## config.mk

```make
export PLATFORM = sky130hd
export DESIGN_NAME = mips_cpu_instruction_queue
export DESIGN_NICKNAME = d
export VERILOG_FILES = /design/src/rtl/mips_cpu_instruction_queue.sv
export SDC_FILE = /design/constraint.sdc
export NUM_CORES = 1
export LEC_CHECK = 0
export ABC_AREA = 1
export CORE_MARGIN = 4
export CORE_UTILIZATION = 45
export DETAILED_ROUTE_END_ITERATION = 8
export PLACE_DENSITY = 0.76
export SYNTH_ARGS = -nofsm -noshare
export SYNTH_HDL_FRONTEND = slang
export SYNTH_SLANG_ARGS = --single-unit
```

## constraint.sdc

```tcl
create_clock -name clk -period 3.8 [get_ports clk]
set_clock_uncertainty 0.15 [all_clocks]
set_input_delay 0.95 -clock clk [delete_from_list [all_inputs] [get_ports clk]]
set_output_delay 0.95 -clock clk [all_outputs]
set_load 0.05 [all_outputs]
```

## src/rtl/mips_cpu_instruction_queue.sv

```systemverilog
// Instruction prefetch queue between instruction memory and decode: circular buffer of {pc, instr}.
// Optional 0-cycle bypass of an empty queue when MIPS_CPU_IQ_BYPASS_EN is defined.
module mips_cpu_instruction_queue #(
  parameter int unsigned DEPTH = 4,
  parameter int unsigned PC_W  = 32,
  localparam int unsigned CNT_W = $clog2(DEPTH + 1)
) (
  input  logic             clk,
  input  logic             rst_n,
  input  logic             flush,
  input  logic             in_valid,
  output logic             in_ready,
  input  logic [31:0]      in_instr,
  input  logic [PC_W-1:0]  in_pc,
  output logic             out_valid,
  input  logic             out_ready,
  output logic [31:0]      out_instr,
  output logic [PC_W-1:0]  out_pc,
  output logic [5:0]       control_input,
  output logic [4:0]       source_1,
  output logic [4:0]       source_2,
  output logic [4:0]       dest,
  output logic [4:0]       shamt,
  output logic [5:0]       funct,
  output logic [15:0]      immediate,
  output logic [25:0]      jmp_address,
  output logic [CNT_W-1:0] count
);

  localparam int unsigned PTR_W = $clog2(DEPTH);
  localparam int unsigned ENT_W = PC_W + 32;

  logic [ENT_W-1:0] mem [DEPTH];
  logic [PTR_W-1:0] wr_ptr;
  logic [PTR_W-1:0] rd_ptr;
  logic             empty;
  logic             full;
  logic             push;
  logic             pop;
  logic             bypass_take;
  logic [ENT_W-1:0] head;

  assign empty    = (count == '0);
  assign full     = (count == CNT_W'(DEPTH));
  assign in_ready = !full;

  // Head selection; an empty queue may forward the incoming word straight through
  always_comb begin
    out_valid   = !empty;
    head        = mem[rd_ptr];
    bypass_take = 1'b0;
`ifdef MIPS_CPU_IQ_BYPASS_EN
    if (empty && !flush) begin
      out_valid   = in_valid;
      head        = {in_pc, in_instr};
      bypass_take = in_valid && out_ready;
    end
`endif
  end

  // A bypassed word consumed in the same cycle never enters storage
  assign push = in_valid && in_ready && !flush && !bypass_take;
  assign pop  = out_valid && out_ready && !empty && !flush;

  // Invalid head is presented as all-zero (opcode 0 / funct 0 decodes as nop)
  assign {out_pc, out_instr} = out_valid ? head : '0;

  assign control_input = out_instr[31:26];
  assign source_1      = out_instr[25:21];
  assign source_2      = out_instr[20:16];
  assign dest          = out_instr[15:11];
  assign shamt         = out_instr[10:6];
  assign funct         = out_instr[5:0];
  assign immediate     = out_instr[15:0];
  assign jmp_address   = out_instr[25:0];

  // Storage carries no reset; validity is tracked by count
  always_ff @(posedge clk) begin
    if (push) mem[wr_ptr] <= {in_pc, in_instr};
  end

  always_ff @(posedge clk or negedge rst_n) begin
    if (!rst_n) begin
      wr_ptr <= '0;
      rd_ptr <= '0;
      count  <= '0;
    end else if (flush) begin
      wr_ptr <= '0;
      rd_ptr <= '0;
      count  <= '0;
    end else begin
      if (push) wr_ptr <= wr_ptr + PTR_W'(1);
      if (pop)  rd_ptr <= rd_ptr + PTR_W'(1);
      count <= count + CNT_W'(push) - CNT_W'(pop);
    end
  end

endmodule

```

## After elaboration in Yosys (flattened, before gate mapping)

Memories as Yosys holds them, arrays and structs flattened.
Cells that the tools add are included.

- RAM bits: 256
- Input bits: 69
- Bits in registers: 7
- Memories kept: 1
- Output and inout port bits: 143

Memory list:

| memory | depth | bits a word | rd ports | clocked after memory_dff | write ports | line | RTL |
|---|---|---|---|---|---|---|---|
| mem | 4 | 64 | 1 | 0 | 1 | 33 | `logic [ENT_W-1:0] mem [DEPTH];` |

- Reduce and logical (&&, ||, !) cells: 11
- Eq/ne operators: 1
- $add $sub $neg: 4
- Mux-type cells: 8

Operator list:

| operator | number |
|---|---|
| $mux W64 | 1 |
| $mux W2 | 4 |
| $logic_and A1 B1 Y1 | 5 |
| $add A2 B1 Y2 const B | 2 |
| $reduce_bool A2 Y1 | 2 |
| $add A3 B1 Y3 | 1 |
| $eq A3 B3 Y1 const B | 1 |
| $logic_not A1 Y1 | 3 |
| $logic_not A3 Y1 | 1 |
| $mux W3 | 1 |
| $sub A3 B1 Y3 | 1 |
| $mux W1 | 2 |

## Longest topological paths before layout

Gate-level depths: netlist of run 1.

- Word-level depth: 7
- Gate-level depth with buffers: 12

## Least setup slack after synthesis of run 1

OpenSTA, ideal clock, no wires.

- Path type: register to register
- Start point: register count[1]
- End point: memory mem[0][0] in the netlist's numbering (enable)
- Buffers on the path: 0
- Period minus slack after synthesis: 4.835 ns
- Arrival time: 4.199 ns
- Setup slack: -1.035 ns
- Cell stages (with the launch flop): 5
- Path through: dfrtp_1 -> nor2_1 -> nand2_1 -> nand3_1 -> nor2_1

- Word-level cells in the longest chain between the ends: 6

Ends and longest elaborated chain:

| element | line | RTL |
|---|---|---|
| start, declared | 27 | `output logic [CNT_W-1:0] count` |
| start signal, assigned | 94 | `count <= count + CNT_W'(push) - CNT_W'(pop);` |
| $eq A3 B3 Y1 | 44 | `assign full = (count == CNT_W'(DEPTH));` |
| $logic_not A1 Y1 | 45 | `assign in_ready = !full;` |
| named net in_ready | 12 | `output logic in_ready,` |
| $logic_and A1 B1 Y1 (2 in series) | 62 | `assign push = in_valid && in_ready && !flush && !bypass_take;` |
| $mux W1 | 79 | `if (push) mem[wr_ptr] <= {in_pc, in_instr};` |
| $mux W1 (not written as such) | 79 |  |
| end, declared | 33 |  |

The timed path passes the listed nets, and every way through them passes these cells.

## Final worst setup path of run 1

- Start point: register rd_ptr[0]
- End point: output jmp_address[14]

- Word-level cells in the longest chain between the ends: 2

Ends and longest elaborated chain:

| element | line | RTL |
|---|---|---|
| start, declared | 35 | `logic [PTR_W-1:0] rd_ptr;` |
| start signal, assigned | 93 | `if (pop) rd_ptr <= rd_ptr + PTR_W'(1);` |
| $mem_v2 Z4 W64 | n/a |  |
| $mux W64 | 66 | `assign {out_pc, out_instr} = out_valid ? head : '0;` |
| end, declared | 26 | `output logic [25:0] jmp_address,` |

Every way passes these cells.

==> metrics.md, run 1 <==
| Metric | Value |
|---|---|
| Outcome | `finished clean` |
| Reg clk slew, reported paths | `0.06 ns` |
| # port buffers | `211` |
| RePlAce Congestion | `0.7712` |
| CP peak stage delay | `0.50 ns` |
| Height of the die | `168.7 um` |
| Die ar. | `28,450 um^2` |
| I/O pin total | `212` |
| Syn_area_per_cell | `10.73 um^2` |
| Worst path arrival time | `2.54 ns` |
| Setup repair after global routing missed its margin | `false` |
| Initial antenna violation count | `0` |
| Endpoints failing hold | `0` |
| Crit Reg-Reg Endpoint | `count[2]` |
| CTS Root Cell | `clkbuf_16` |
| Number of cells upsized or downsized after cts | `0` |
| Worst-path cell chain | `inv_4 > buf_12 > nand2_1 > nand2_1 > nand2_1 > a21oi_2 > buf_12` |
| Area Overhead vs Synth | `36.68%` |
| Pins Over Slew Limit | `0` |
| Yosys cell types | `18` |
| Final Hold Slack | `0.4131 ns` |
| Worst R2R Start | `count[1]` |
| Vias in the first global route | `7,650` |
| Worst Slack Setup Final | `0.1566 ns` |
| Clock latency on the worst-skew pair | `0.51 ns` |
| H-Tree Depth | `1` |
| Max cap viols | `0` |
| Place WS | `0.5105 ns` |
| Min cycle time layout | `3.643 ns` |
| Synth Flop Type | `edfxtp_1` |
| Setup crit start | `rd_ptr[0]` |
| Starting density of the core | `46.00%` |
| Syn. warnings | `0` |
| Final #Nets | `1,293` |
| # fillers | `1,826` |
| Wirelength, routed | `25,420 um` |
| Initial drt markers | `517` |
| Worst hold stages | `2` |
| Grt total ovfl | `0` |
| Slew margin rel. | `59.84%` |
| Num CTS Buffers | `26` |
| Critical Path Fanout Max | `38` |
| R2R Setup Slk | `1.51 ns` |
| Syn_nets | `1,159` |
| TritonCTS clock tree | `built` |
| Element type at the critical path end | `output port` |
| First-pass GRT wire length | `39,490 um` |
| Slowest CP cell | `dfrtp_4` |
| WL/cell | `16.23 um` |
| Synth area leaders | `edfxtp_1, nand2_1, buf_4` |
| Crit path kind | `reg2out` |
| Cells after Synth | `1,083` |
| Top cell type's share of synthesized area | `66.18%` |
| Count of flip-flops with a built-in enable after synthesis | `256` |
| Mapped Area | `11,620 um^2` |
| Flop and latch count out of synthesis | `263` |
| Min-Delay Path Class | `reg2reg` |
| Core Footprint | `25,250 um^2` |
| Sink Count | `263` |
| Max frequency | `274.5 MHz` |
| Worst Reg2Reg Path Length in Cells | `11` |
| Row count | `58` |
| Slew at the pin closest to its max-slew limit | `0.6024 ns` |
| Sequential area share after synthesis | `67.69%` |
| Antenna cells | `0` |
| Pre-Repair DR Iteration Count | `8` |
| Placed cell area | `15,040 um^2` |
| Horiz. Die Dim | `168.7 um` |
| Setup violators final | `0` |
| Number of vias per cell | `4.904` |
| Area leader, netlist | `edfxtp_1` |
| GRT Total Usage | `17.20%` |
| Critical Path End | `jmp_address[14]` |
| Hold-fix buffers at CTS | `0` |
| Hpwl dp | `15,360 um` |
| Crit path top cell by count | `nand2_1` |
| Critical Path Source Type | `flip-flop` |
| Required @ worst endpoint | `2.70 ns` |
| Post-CTS Setup Bufs | `0` |
| Post-synth ARST share | `2.662%` |
| Largest net degree at the start of global routing | `133` |
| Most numerous cell in the Yosys netlist | `nand2_1` |
| Share of cells above drive strength 1 | `18.53%` |
| Clock buffer depth | `3` |
| DRC | `0` |
| Tcrit/Tclk final | `95.88%` |
| Post-synth top cells | `nand2_1, edfxtp_1, inv_1` |
| Routed via count | `7,680` |
| Layout Cell Area excl Fill | `15,880 um^2` |
| Antenna violation net count after detailed routing | `0` |
cells by family after synthesis:
kind of cell	after synthesis	synth area share, %
AO/OA/AOI/OAI	65	2.800
adder cells (fa/ha/maj)	7	0.8186
buffers and inverters	268	12.31
flip-flops	263	67.69
AND/OR/NAND/NOR	480	16.38
per-layer routing:
layer  wire length, um  global-route usage [%]  vias up
li1                  -                       -     3695
met1              9931                   21.24     3627
met2             12950                   30.40      315
met3              1906                   3.713       43
met4               629                   5.187        0
met5                 0                       0        -
metrics by stage:
step,utilization [%],std cells,setup TNS [ns]
after floorplan,-,1083,-265.06
after global placement,59.57,1519,0
after detailed placement,59.57,1519,0
after CTS,62.79,1566,0
after global routing,62.87,1566,0
final,62.87,1566,0
critical path: cells and delay by family, from the launching register on:
kind / cells / cell delay, ns
AND/OR/NAND/NOR: 3 / 0.22
flip-flops: 1 / 0.50
buffers and inverters: 3 / 0.81
AO/OA/AOI/OAI: 1 / 0.47
area by class of cell:
type	count	area, um^2	area share [%]
flip-flops and latches	263	7868	49.55
repair buffers	229	3754	23.64
multi-input cells	552	2481	15.63
clock buffers	31	690.7	4.350
inverters	145	548.0	3.452
well taps	330	412.9	2.601
clock inverters	16	122.6	0.7723
flip-flops by register name, indices dropped and copies added, names as in the netlist:
name    count
count       3
wr_ptr      2
rd_ptr      2
mem       256
layout by cell type (no fill, tap or decap), types with 2 or more instances in the layout:
cell	netlist	layout
clkinv_2	0	3
bufinv_16	0	2
ha_1	6	6
nand4_1	4	4
a21oi_1	65	35
a21oi_4	0	2
buf_4	74	8
inv_1	141	141
a21oi_2	0	28
nand2_1	392	392
nand3_1	71	71
clkinv_1	1	11
nor2_4	0	4
buf_12	0	148
nor2_1	12	8
clkbuf_1	4	4
clkinvlp_4	0	2
clkdlybuf4s50_1	0	73
dfrtp_1	7	5
edfxtp_1	256	256
clkbuf_16	0	27
how the worst min path moves through the flow:
stage,startpoint,to
finish,wr_ptr[0],wr_ptr[0]
global route,wr_ptr[0],wr_ptr[0]
CTS,wr_ptr[0],wr_ptr[0]
global placement,wr_ptr[1],wr_ptr[1]
floorplan,wr_ptr[1],wr_ptr[1]
detailed placement,wr_ptr[0],wr_ptr[0]
Power of run 1 is not shown: default switching activity piles up to over one toggle a cycle in this logic, so the estimate is an artifact.
==> run 2: changes to the inputs <==
CELL_PAD_IN_SITES_DETAIL_PLACEMENT = 0   (was unset)
CELL_PAD_IN_SITES_GLOBAL_PLACEMENT = 1   (was unset)
CORE_MARGIN = unset   (was 4)
CORE_UTILIZATION = 37   (was 45)
PLACE_DENSITY = 0.79   (was 0.76)
==> run 2 against run 1 <==
Compared with the run above:
- via count decreased by 3.6%
- first-iteration DRC count decreased by 30%
- global-route usage shrank 1.7 points
- clock-buffer cell count shrank 1
- register-to-register slack got worse by 0.04 ns
- critical path depth stayed put
- highest routed layer unchanged
- non-clock buffer count increased by 4
- routed wire length shrank 2.1%
- final cell count grew 4.8%
- the run now ends with DRC left
- utilization down 11 points
==> metrics.md, run 2 (synthesized netlist as in run 1, its figures left out) <==
| Metric | Value |
|---|---|
| Core Footprint | `30,750 um^2` |
| Initial antenna violation count | `0` |
| Pre-Repair DR Iteration Count | `7` |
| Min cycle time layout | `3.641 ns` |
| Setup repair after global routing missed its margin | `false` |
| Reg clk slew, reported paths | `0.06 ns` |
| Routed via count | `7,403` |
| Critical Path Source Type | `flip-flop` |
| Slew at the pin closest to its max-slew limit | `0.6119 ns` |
| Critical Path Fanout Max | `59` |
| Crit path top cell by count | `nand2_1` |
| Max cap viols | `0` |
| Largest net degree at the start of global routing | `61` |
| Die ar. | `32,110 um^2` |
| DRC | `38` |
| Slowest CP cell | `dfrtp_4` |
| Row count | `64` |
| Endpoints failing hold | `0` |
| Starting density of the core | `37.78%` |
| Hold Startpoint | `wr_ptr[1]` |
| Commonest non-fill, non-tap cells in the layout | `nand2_1, edfxtp_1, inv_1, buf_12, clkdlybuf4s50_1` |
| Wirelength, routed | `24,870 um` |
| Worst-path cell chain | `inv_4 > buf_12 > nand2_1 > nand2_1 > nand2_1 > a21oi_2 > buf_12` |
| I/O pin total | `212` |
| CTS Root Cell | `clkbuf_16` |
| Hold-fix buffers at CTS | `0` |
| WL/cell | `15.16 um` |
| Failing checks | `DRC` |
| Height of the die | `179.2 um` |
| Antenna violation net count after detailed routing | `0` |
| First-pass GRT wire length | `38,130 um` |
| Setup violators final | `0` |
| Share of cells above drive strength 1 | `19.92%` |
| Max frequency | `274.7 MHz` |
| Required @ worst endpoint | `2.70 ns` |
| Vias in the first global route | `7,131` |
| Sink Count | `263` |
| # fillers | `2,570` |
| Cell Count, Final, Fillers Out | `1,641` |
| Initial drt markers | `361` |
| Antenna cells | `0` |
| Grt total ovfl | `0` |
| Setup crit start | `rd_ptr[0]` |
| RePlAce Congestion | `0.7449` |
| Crit path kind | `reg2out` |
| CP peak stage delay | `0.56 ns` |
| Horiz. Die Dim | `179.2 um` |
| Largest Register | `mem` |
| Pins Over Slew Limit | `0` |
| Clock buffer depth | `3` |
| Area Overhead vs Synth | `38.57%` |
| Clock latency on the worst-skew pair | `0.53 ns` |
| Worst R2R Start | `count[1]` |
| Layout Cell Area excl Fill | `16,100 um^2` |
| Final #Nets | `1,299` |
| R2R Setup Slk | `1.47 ns` |
| Num CTS Buffers | `28` |
| Number of buffers and inverters on the critical path | `3` |
| Largest register FFs | `256` |
| GRT Total Usage | `15.47%` |
| Post-CTS Setup Bufs | `0` |
| Worst path arrival time | `2.54 ns` |
| Hpwl dp | `14,810 um` |
| Crit path max-delay family | `buffers and inverters` |
| Placed cells | `1,589` |
| Number of vias per cell | `4.511` |
| Regs by FF count | `mem x256, count x3` |
| Tcrit/Tclk final | `95.81%` |
| Element type at the critical path end | `output port` |
| TritonCTS clock tree | `built` |
| Slew margin rel. | `59.23%` |
| H-Tree Depth | `1` |
| Outcome | `finished with violations` |
| Min-Delay Path Class | `reg2reg` |
| Final Hold Slack | `0.4131 ns` |
| Placed cell area | `15,040 um^2` |
| Commonest non-fill, non-tap cell in the layout | `nand2_1` |
| # port buffers | `211` |
==> run 2: per-layer routing <==
layer / share of wire (%) / track usage [%] / up-vias
met5: 0 / 0 / -
met2: 52 / 28.62 / 194
li1: - / - / 3696
met4: 2.0 / 4.412 / 0
met1: 40 / 18.22 / 3466
met3: 5.8 / 2.693 / 47
==> run 2: path summary, 6_finish.rpt <==
path | end | depth (start not counted)
worst max-delay path | immediate[4] | 7
worst min-delay path | wr_ptr[1] | 2
worst max register to register | count[2] | 12
worst min register to register | wr_ptr[1] | 2
max in group asynchronous | rd_ptr[0] | 1
min in group asynchronous | count[1] | 1
==> run 2: repair_timing <==
| action | in CTS | in global routing |
|---|---|---|
| hold endpoints to repair | 0 | 0 |
| endpoints found under the setup margin | 0 | 44 |
| gates resized for setup | 0 | 5 |
==> run 2: worst reg2reg max path, stage by stage, from the launching register on <==
cell     delay, ns
dfrtp_1       0.44
nor2_1        0.15
nand2_1       0.16
nand2_1       0.16
nor2_1        0.06
ha_1          0.26
inv_1         0.05
ha_1          0.13
inv_1         0.05
fa_1          0.40
nand3_1       0.10
nand2_1       0.05
nor2_1        0.09
==> run 2: layout make-up <==
| type | count | area [um^2] | share of cell area [%] |
|---|---|---|---|
| flip-flops and latches | 263 | 7868 | 48.88 |
| repair buffers | 233 | 3675 | 22.83 |
| multi-input cells | 552 | 2485 | 15.44 |
| clock buffers | 30 | 708.2 | 4.400 |
| inverters | 145 | 548.0 | 3.405 |
| well taps | 396 | 495.5 | 3.078 |
| clock inverters | 22 | 317.8 | 1.974 |
==> run 2: stage by stage <==
| stage | TNS (ns) | worst slack (ns) | utilization [%] |
|---|---|---|---|
| 2_1_floorplan | -265.06 | -1.035 | - |
| 3_3_place_gp | 0 | 0.5587 | 48.93 |
| 3_5_place_dp | 0 | 0.5625 | 48.93 |
| 4_1_cts | 0 | 0.004236 | 52.26 |
| 5_1_grt | 0 | 0.004052 | 52.35 |
| 6_report | 0 | 0.1590 | 52.35 |
Power of run 2 is left out for the same reason.
